### config.mk
export PLATFORM = sky130hd
export DESIGN_NAME = cpu_prog_loader_flat
export DESIGN_NICKNAME = d
export VERILOG_FILES = /design/src/rtl/cpu_prog_loader_if.sv /design/src/rtl/cpu_prog_loader.sv /design/src/flat_wrapper.sv
export SDC_FILE = /design/constraint.sdc
export NUM_CORES = 1
export LEC_CHECK = 0
export CAP_MARGIN = 5
export CORE_MARGIN = 10
export CORE_UTILIZATION = 40
export DETAILED_ROUTE_END_ITERATION = 16
export GPL_ROUTABILITY_DRIVEN = 0
export GPL_TIMING_DRIVEN = 0
export RECOVER_POWER = 25
export SETUP_SLACK_MARGIN = 0.1
export SYNTH_ARGS = -nofsm -noshare
export SYNTH_HDL_FRONTEND = slang
export SYNTH_SLANG_ARGS = --single-unit
export TNS_END_PERCENT = 100
### constraint.sdc
create_clock -name clk_i -period 2.6 [get_ports clk_i]
set_clock_uncertainty 0.2 [all_clocks]
set_input_delay 0.78 -clock clk_i [delete_from_list [all_inputs] [get_ports clk_i]]
set_output_delay 0.78 -clock clk_i [all_outputs]
set_load 0.05 [all_outputs]
### src/rtl/cpu_prog_loader_if.sv
// Byte-stream input link plus CPU load port of the program loader.
// The slave side is the loader; the master side is the pad ring / CPU harness.
interface cpu_prog_loader_if #(
    parameter int ADDR_W = 5,
    parameter int DATA_W = 8
);
    logic [DATA_W-1:0] byte_data;
    logic              byte_valid;
    logic              byte_ready;
    logic [ADDR_W-1:0] address;
    logic [DATA_W-1:0] instr;
    logic              data_or_reg;
    logic              wr;
    logic              run;
    logic              busy;
    logic              err;

    modport master (
        output byte_data, byte_valid,
        input  byte_ready, address, instr, data_or_reg, wr, run, busy, err
    );

    modport slave (
        input  byte_data, byte_valid,
        output byte_ready, address, instr, data_or_reg, wr, run, busy, err
    );
endinterface

### src/rtl/cpu_prog_loader.sv
// Framed byte-stream program loader: turns payload bytes into CPU load strobes,
// gates CPU run enable, flags checksum and inter-byte timeout errors.
//
// state   | meaning
// IDLE    | CPU stopped, waiting for a header
// LEN     | LOAD header taken, waiting for the length byte
// PAYLOAD | each accepted byte becomes one write strobe
// CHECK   | waiting for the XOR checksum byte
// RUN     | CPU released, only HALT/LOAD headers act
module cpu_prog_loader #(
    parameter int ADDR_W  = 5,
    parameter int DATA_W  = 8,
    parameter int TIMEOUT = 255
) (
    input  logic             clk_i,
    input  logic             resetn,
    cpu_prog_loader_if.slave lp
);
    localparam int CNT_W = ((DATA_W > ADDR_W) ? DATA_W : ADDR_W) + 1;
    localparam int TMR_W = (TIMEOUT < 2) ? 1 : $clog2(TIMEOUT + 1);
    localparam logic [CNT_W-1:0] FULL_CNT = CNT_W'(2 ** ADDR_W);
    localparam logic [TMR_W-1:0] TMR_LOAD = TMR_W'(TIMEOUT);

    localparam logic [1:0] CMD_LOAD = 2'b00;
    localparam logic [1:0] CMD_RSVD = 2'b01;
    localparam logic [1:0] CMD_HALT = 2'b10;
    localparam logic [1:0] CMD_GO   = 2'b11;

    typedef enum logic [2:0] {IDLE, LEN, PAYLOAD, CHECK, RUN} state_t;

    state_t            state;
    logic [ADDR_W-1:0] addr;
    logic              sel;
    logic [DATA_W-1:0] chk;
    logic [CNT_W-1:0]  count;
    logic [TMR_W-1:0]  tmr;

    logic [ADDR_W-1:0] address_q;
    logic [DATA_W-1:0] instr_q;
    logic              dor_q;
    logic              wr_q;
    logic              run_q;
    logic              busy_q;
    logic              err_q;

    logic       accept;
    logic [1:0] cmd;
    logic       in_frame;
    logic       load_hdr;
    logic       timeout;

    // No backpressure: ready simply follows reset release.
    assign lp.byte_ready = resetn;
    assign accept   = lp.byte_valid;
    assign cmd      = lp.byte_data[DATA_W-2 -: 2];
    assign in_frame = (state == LEN) || (state == PAYLOAD) || (state == CHECK);
    assign load_hdr = accept && (cmd == CMD_LOAD) && ((state == IDLE) || (state == RUN));
    assign timeout  = in_frame && !accept && (tmr == '0);

    always_ff @(posedge clk_i or negedge resetn) begin
        if (!resetn) begin
            state     <= IDLE;
            addr      <= '0;
            sel       <= 1'b0;
            chk       <= '0;
            count     <= '0;
            tmr       <= TMR_LOAD;
            address_q <= '0;
            instr_q   <= '0;
            dor_q     <= 1'b0;
            wr_q      <= 1'b0;
            run_q     <= 1'b0;
            busy_q    <= 1'b0;
            err_q     <= 1'b0;
        end else begin
            wr_q <= 1'b0;

            // Down-counter of idle cycles left; reloaded by every accepted byte.
            if (accept) begin
                tmr <= TMR_LOAD;
            end else if (in_frame && (tmr != '0)) begin
                tmr <= tmr - TMR_W'(1);
            end

            if (load_hdr) begin
                sel    <= lp.byte_data[DATA_W-1];
                addr   <= lp.byte_data[ADDR_W-1:0];
                chk    <= lp.byte_data;
                err_q  <= 1'b0;
                busy_q <= 1'b1;
                run_q  <= 1'b0;
                state  <= LEN;
            end else if (timeout) begin
                err_q  <= 1'b1;
                busy_q <= 1'b0;
                state  <= IDLE;
            end else begin
                case (state)
                    IDLE: begin
                        if (accept) begin
                            if (cmd == CMD_GO) begin
                                run_q <= 1'b1;
                                state <= RUN;
                            end else if (cmd == CMD_RSVD) begin
                                err_q <= 1'b1;
                            end
                        end
                    end
                    LEN: begin
                        if (accept) begin
                            count <= (lp.byte_data == '0) ? FULL_CNT : CNT_W'(lp.byte_data);
                            chk   <= chk ^ lp.byte_data;
                            state <= PAYLOAD;
                        end
                    end
                    PAYLOAD: begin
                        if (accept) begin
                            wr_q      <= 1'b1;
                            address_q <= addr;
                            instr_q   <= lp.byte_data;
                            dor_q     <= sel;
                            chk       <= chk ^ lp.byte_data;
                            addr      <= addr + ADDR_W'(1);
                            count     <= count - CNT_W'(1);
                            if (count == CNT_W'(1)) begin
                                state <= CHECK;
                            end
                        end
                    end
                    CHECK: begin
                        if (accept) begin
                            if (lp.byte_data != chk) begin
                                err_q <= 1'b1;
                            end
                            busy_q <= 1'b0;
                            state  <= IDLE;
                        end
                    end
                    RUN: begin
                        if (accept && (cmd == CMD_HALT)) begin
                            run_q <= 1'b0;
                            state <= IDLE;
                        end
                    end
                    default: state <= IDLE;
                endcase
            end
        end
    end

    assign lp.address     = address_q;
    assign lp.instr       = instr_q;
    assign lp.data_or_reg = dor_q;
    assign lp.wr          = wr_q;
    assign lp.run         = run_q;
    assign lp.busy        = busy_q;
    assign lp.err         = err_q;
endmodule

### src/flat_wrapper.sv
// flat-port wrapper written by rule: the top's interface ports become plain ports
module cpu_prog_loader_flat 
#(
    parameter int ADDR_W  = 5,
    parameter int DATA_W  = 8,
    parameter int TIMEOUT = 255
)
  (clk_i, resetn, lp_byte_data, lp_byte_valid, lp_byte_ready, lp_address, lp_instr, lp_data_or_reg, lp_wr, lp_run, lp_busy, lp_err);
  cpu_prog_loader_if #(.ADDR_W(ADDR_W), .DATA_W(DATA_W)) lp_i ();
  input  logic clk_i;
  input  logic resetn;
  input wire logic [$bits(lp_i.byte_data)-1:0] lp_byte_data;
  input wire logic [$bits(lp_i.byte_valid)-1:0] lp_byte_valid;
  output wire logic [$bits(lp_i.byte_ready)-1:0] lp_byte_ready;
  output wire logic [$bits(lp_i.address)-1:0] lp_address;
  output wire logic [$bits(lp_i.instr)-1:0] lp_instr;
  output wire logic [$bits(lp_i.data_or_reg)-1:0] lp_data_or_reg;
  output wire logic [$bits(lp_i.wr)-1:0] lp_wr;
  output wire logic [$bits(lp_i.run)-1:0] lp_run;
  output wire logic [$bits(lp_i.busy)-1:0] lp_busy;
  output wire logic [$bits(lp_i.err)-1:0] lp_err;
  assign lp_i.byte_data = lp_byte_data;
  assign lp_i.byte_valid = lp_byte_valid;
  assign lp_byte_ready = lp_i.byte_ready;
  assign lp_address = lp_i.address;
  assign lp_instr = lp_i.instr;
  assign lp_data_or_reg = lp_i.data_or_reg;
  assign lp_wr = lp_i.wr;
  assign lp_run = lp_i.run;
  assign lp_busy = lp_i.busy;
  assign lp_err = lp_i.err;
  cpu_prog_loader #(.ADDR_W(ADDR_W), .DATA_W(DATA_W), .TIMEOUT(TIMEOUT)) u_core (.clk_i(clk_i), .resetn(resetn), .lp(lp_i));
endmodule
==> results by stage <==
Cells and area:
- The share of the core filled with cells in the final layout is 50.2%.
- After the flow finishes, the layout carries non-filler instances totaling 456.
- In the layout the commonest cells are sky130_fd_sc_hd__nand2_1 (64), sky130_fd_sc_hd__dfrtp_1 (44), sky130_fd_sc_hd__o21ai_0 (28).
- The number of antenna diodes is 0.
- Leaving out fill and tap cells, the most frequent cell in the layout is sky130_fd_sc_hd__nand2_1.
- The layout overhead on the synthesized area is 21.3%.
- The final net count is 375.
- The flip-flop count of the largest register after layout is 9.
- In the final layout, the share of cells above drive strength 1 is 12.2%.
- More flip-flops sit in one register than any other, and that register is u_core.count.
- The finished cells cover 3410 um^2.

Placement:
- The cell count after placement is 444.
- The instance area after placement is 3190 um^2.
- The HPWL after detailed placement is 4820 um.
- The post-place setup slack is -0.820 ns.
- The number of buffers inserted by port buffering is 24.

Logic synthesis:
- The average instance area after synthesis is 8.70 um^2.
- After technology mapping, the gate count stands at 323.
- After synthesis, the netlist uses 52 different library cells.
- The number of nets handed over by synthesis was 339.
- During synthesis, Yosys emitted a total of 0 warnings.
- Counting flops with an async set or reset pin after synthesis yields a share of 100%.
- The post-synthesis instance area is 2810 um^2.
- The register bit total from synthesis is 52.
- The post-synthesis sequential area ratio is 46.6%.
- The most used flip-flop cell after synthesis is sky130_fd_sc_hd__dfrtp_1.
- The number of enable-type register cells in the synthesized netlist is 0.

Run:
- The number of violations of the max-capacitance limit is 0.

Setup path:
- Data on the critical path arrives at its endpoint at 1.47 ns.
- The critical path class is register to output pin.
- Walking the worst path, the cells encountered are clkdlybuf4s50_1.
- The slowest stage cell on the critical path is sky130_fd_sc_hd__clkdlybuf4s50_1.
- STA classifies the critical path startpoint as a register.
- The data required time at the worst endpoint is 1.62 ns.
- The endpoint class of the critical path is an output pin.
- The startpoint of the worst-slack reg-to-reg timing path is u_core.state[0]$_DFFE_PN0P_.
- The number of buffers and inverters on the critical path is 1.
- The critical path's top delay family is buffers and inverters.
- In this run the worst path has a maximum fanout of 2.
- Tracing the worst setup path back leads to its startpoint at u_core.lp.address[1]$_DFFE_PN0P_.
- In this design, the stage delay of the slowest critical-path cell is 0.80 ns.

GRT:
- The number of antenna violations at the first check in global routing came to 0.
- The number of global-route vias before repair was 2350.
- The first-pass GRT wire length is 11700 um.
- The met1 track demand over resource is 17.9%.
- The most used routing layer in global routing is met2.
- The largest net degree at the start of global routing is 20.
- For this run, the total global-route usage over all layers was measured as 12.9%.
- The met2 track utilization from global routing is 19.5%.
- Global routing consumed, on the met3 layer, 3.35% of the routing resources.
- The total overflow left after global routing is 0.

Drt:
- In the final routed layout, each cell accounts on average for 15.2 um.
- In this run the remaining antenna-violating nets after routing total 0.
- The total vias in the final route is 2391.
- The vias per cell is 5.24.
- The number of remaining DRC errors is 0.
- The final wirelength is 6930 um.
- The first-iteration detailed-routing DRC count is 80.
- The first TritonRoute pass finished after 4 iterations.

Clocking:
- In this run, CTS created clock tree buffers numbering 5.
- The clock-pin slew on the worst setup and hold paths is 0.11 ns.
- The TritonCTS clock tree is built.
- The cell chosen for the clock root is sky130_fd_sc_hd__clkbuf_8.
- The insertion delay of the later-clocked pin in the worst-skew pair is 0.32 ns.
- The maximum clock path buffer count is 2.
- The clock tree synthesis step divided the H-tree into 2 levels.
- The clock drives 52 sinks.

Timing:
- The total setup violations reported at the end of the flow is 0.
- Counting I/O delays and the setup requirement, the final critical path takes 2.45 ns.
- The final-report hold violation count is 0.
- Setup repair after global routing left no endpoint under its margin.
- The final worst-path cycle share is 94.4%.
- The worst path meets setup with 0.147 ns of slack.
- The maximum frequency from static timing analysis is 408 MHz.
- The final max-slew violation count is 0.
- In this run the tightest slew margin relative to its limit is 34.4%.
- The transition time at the pin with the least slew margin is 0.984 ns.

Floorplanning:
- The number of placement rows is 30.
- The floorplan step set the die width to 104 um.
- For this configuration, the core starts out at a cell density of 41.4%.
- The die footprint is 10800 um^2.
- The floorplan step set the die height to 104 um.
- For this design the top-level I/O count stands at 30.
- The core region is 6790 um^2.

Outcome:
- The run finished with clean final reports.

Power and ir drop:
- The worst-case IR drop observed on VDD is 469 uV.
- The power per cell area is 1150 nW/um^2.
- The leakage power summed over all cells is 1.65 nW.

Worst hold path:
- The worst hold path belongs to the class input port to asynchronous set/reset pin.
==> metal layers <==
metal | vias up | wire length (um)
met3 | 6 | 294
met2 | 44 | 3090
met1 | 1150 | 3490
met4 | 0 | 52
li1 | 1191 | -
met5 | - | 0
==> layout make-up <==
| type | count | area [um^2] |
|---|---|---|
| Buffer | 24 | 143 |
| Clock buffer | 5 | 68.8 |
| Clock inverter | 3 | 46.3 |
| Fill cell | 655 | 3380 |
| Inverter | 7 | 28.8 |
| Multi-Input combinational cell | 240 | 1370 |
| Sequential cell | 52 | 1310 |
| Tap cell | 96 | 120 |
| Timing Repair Buffer | 29 | 328 |
==> cell usage after synthesis (all sizes together), types with 2 or more instances <==
| cell type | count | area, um^2 |
|---|---|---|
| o21bai | 2 | 15.0 |
| dfrtp | 44 | 1100 |
| and3 | 2 | 12.5 |
| nand4b | 2 | 17.5 |
| nor3b | 2 | 15.0 |
| nor3 | 10 | 50.1 |
| ha | 5 | 62.6 |
| o2bb2ai | 2 | 17.5 |
| nor4b | 3 | 26.3 |
| nor4 | 5 | 31.3 |
| a21oi | 26 | 130 |
| o21ai | 30 | 154 |
| a22o | 3 | 26.3 |
| nor2 | 16 | 60.1 |
| xor2 | 12 | 105 |
| nand2 | 66 | 253 |
| a22oi | 3 | 22.5 |
| nand2b | 10 | 62.6 |
| buf | 11 | 77.6 |
| xnor2 | 4 | 35.0 |
| inv | 7 | 26.3 |
| clkbuf | 13 | 48.8 |
| nand4 | 2 | 12.5 |
| nor2b | 3 | 18.8 |
| dfstp | 8 | 210 |
| a31oi | 2 | 12.5 |
| nand3 | 12 | 60.1 |
==> per-stage QoR <==
stage          power, mW  hold WS, ns  TNS [ns]
2_1_floorplan       2.77        0.239         0
3_3_place_gp        3.29        0.259    -64.68
3_5_place_dp        3.33        0.262     -9.78
4_1_cts             3.93       0.0903         0
5_1_grt             4.22       0.0675         0
6_report            3.91       0.0748         0
==> power breakdown <==
part | internal (mW) | leakage [nW] | switching (mW)
Sequential | 1.13 | 0.631 | 0.239
Combinational | 0.733 | 0.968 | 1.22
Clock | 0.291 | 0.0548 | 0.297
Total | 2.16 | 1.65 | 1.76
==> repair_timing <==
| action | in CTS | in global routing |
|---|---|---|
| gates resized for setup | 15 | 26 |
| endpoints found under the setup margin | 26 | 39 |
| gates cloned | 1 | 0 |
| hold buffers | 0 | 0 |
| buffers inserted | 0 | 3 |
==> path summary, 6_finish.rpt <==
check	slack (ns)	endpoint	depth (start not counted)
max	0.15	lp_address[1]	1
min	0.07	u_core.state[1]$_DFFE_PN0P_	1
max reg2reg	0.46	u_core.chk[2]$_DFFE_PN0P_	8
min reg2reg	0.28	u_core.lp.instr[1]$_DFFE_PN0P_	2
max in group asynchronous	0.99	u_core.lp.run$_DFFE_PN0P_	2
min in group clk_i	0.28	u_core.lp.instr[1]$_DFFE_PN0P_	2
==> cells by family after synthesis <==
logic type	Yosys count	synth area share, %
xor+xnor	16	4.98
flops	52	46.6
buf+inv	31	5.43
compound gates	78	16.4
simple gates	141	24.3
fa+ha+maj	5	2.23
Power figures use the tool's default switching activity.
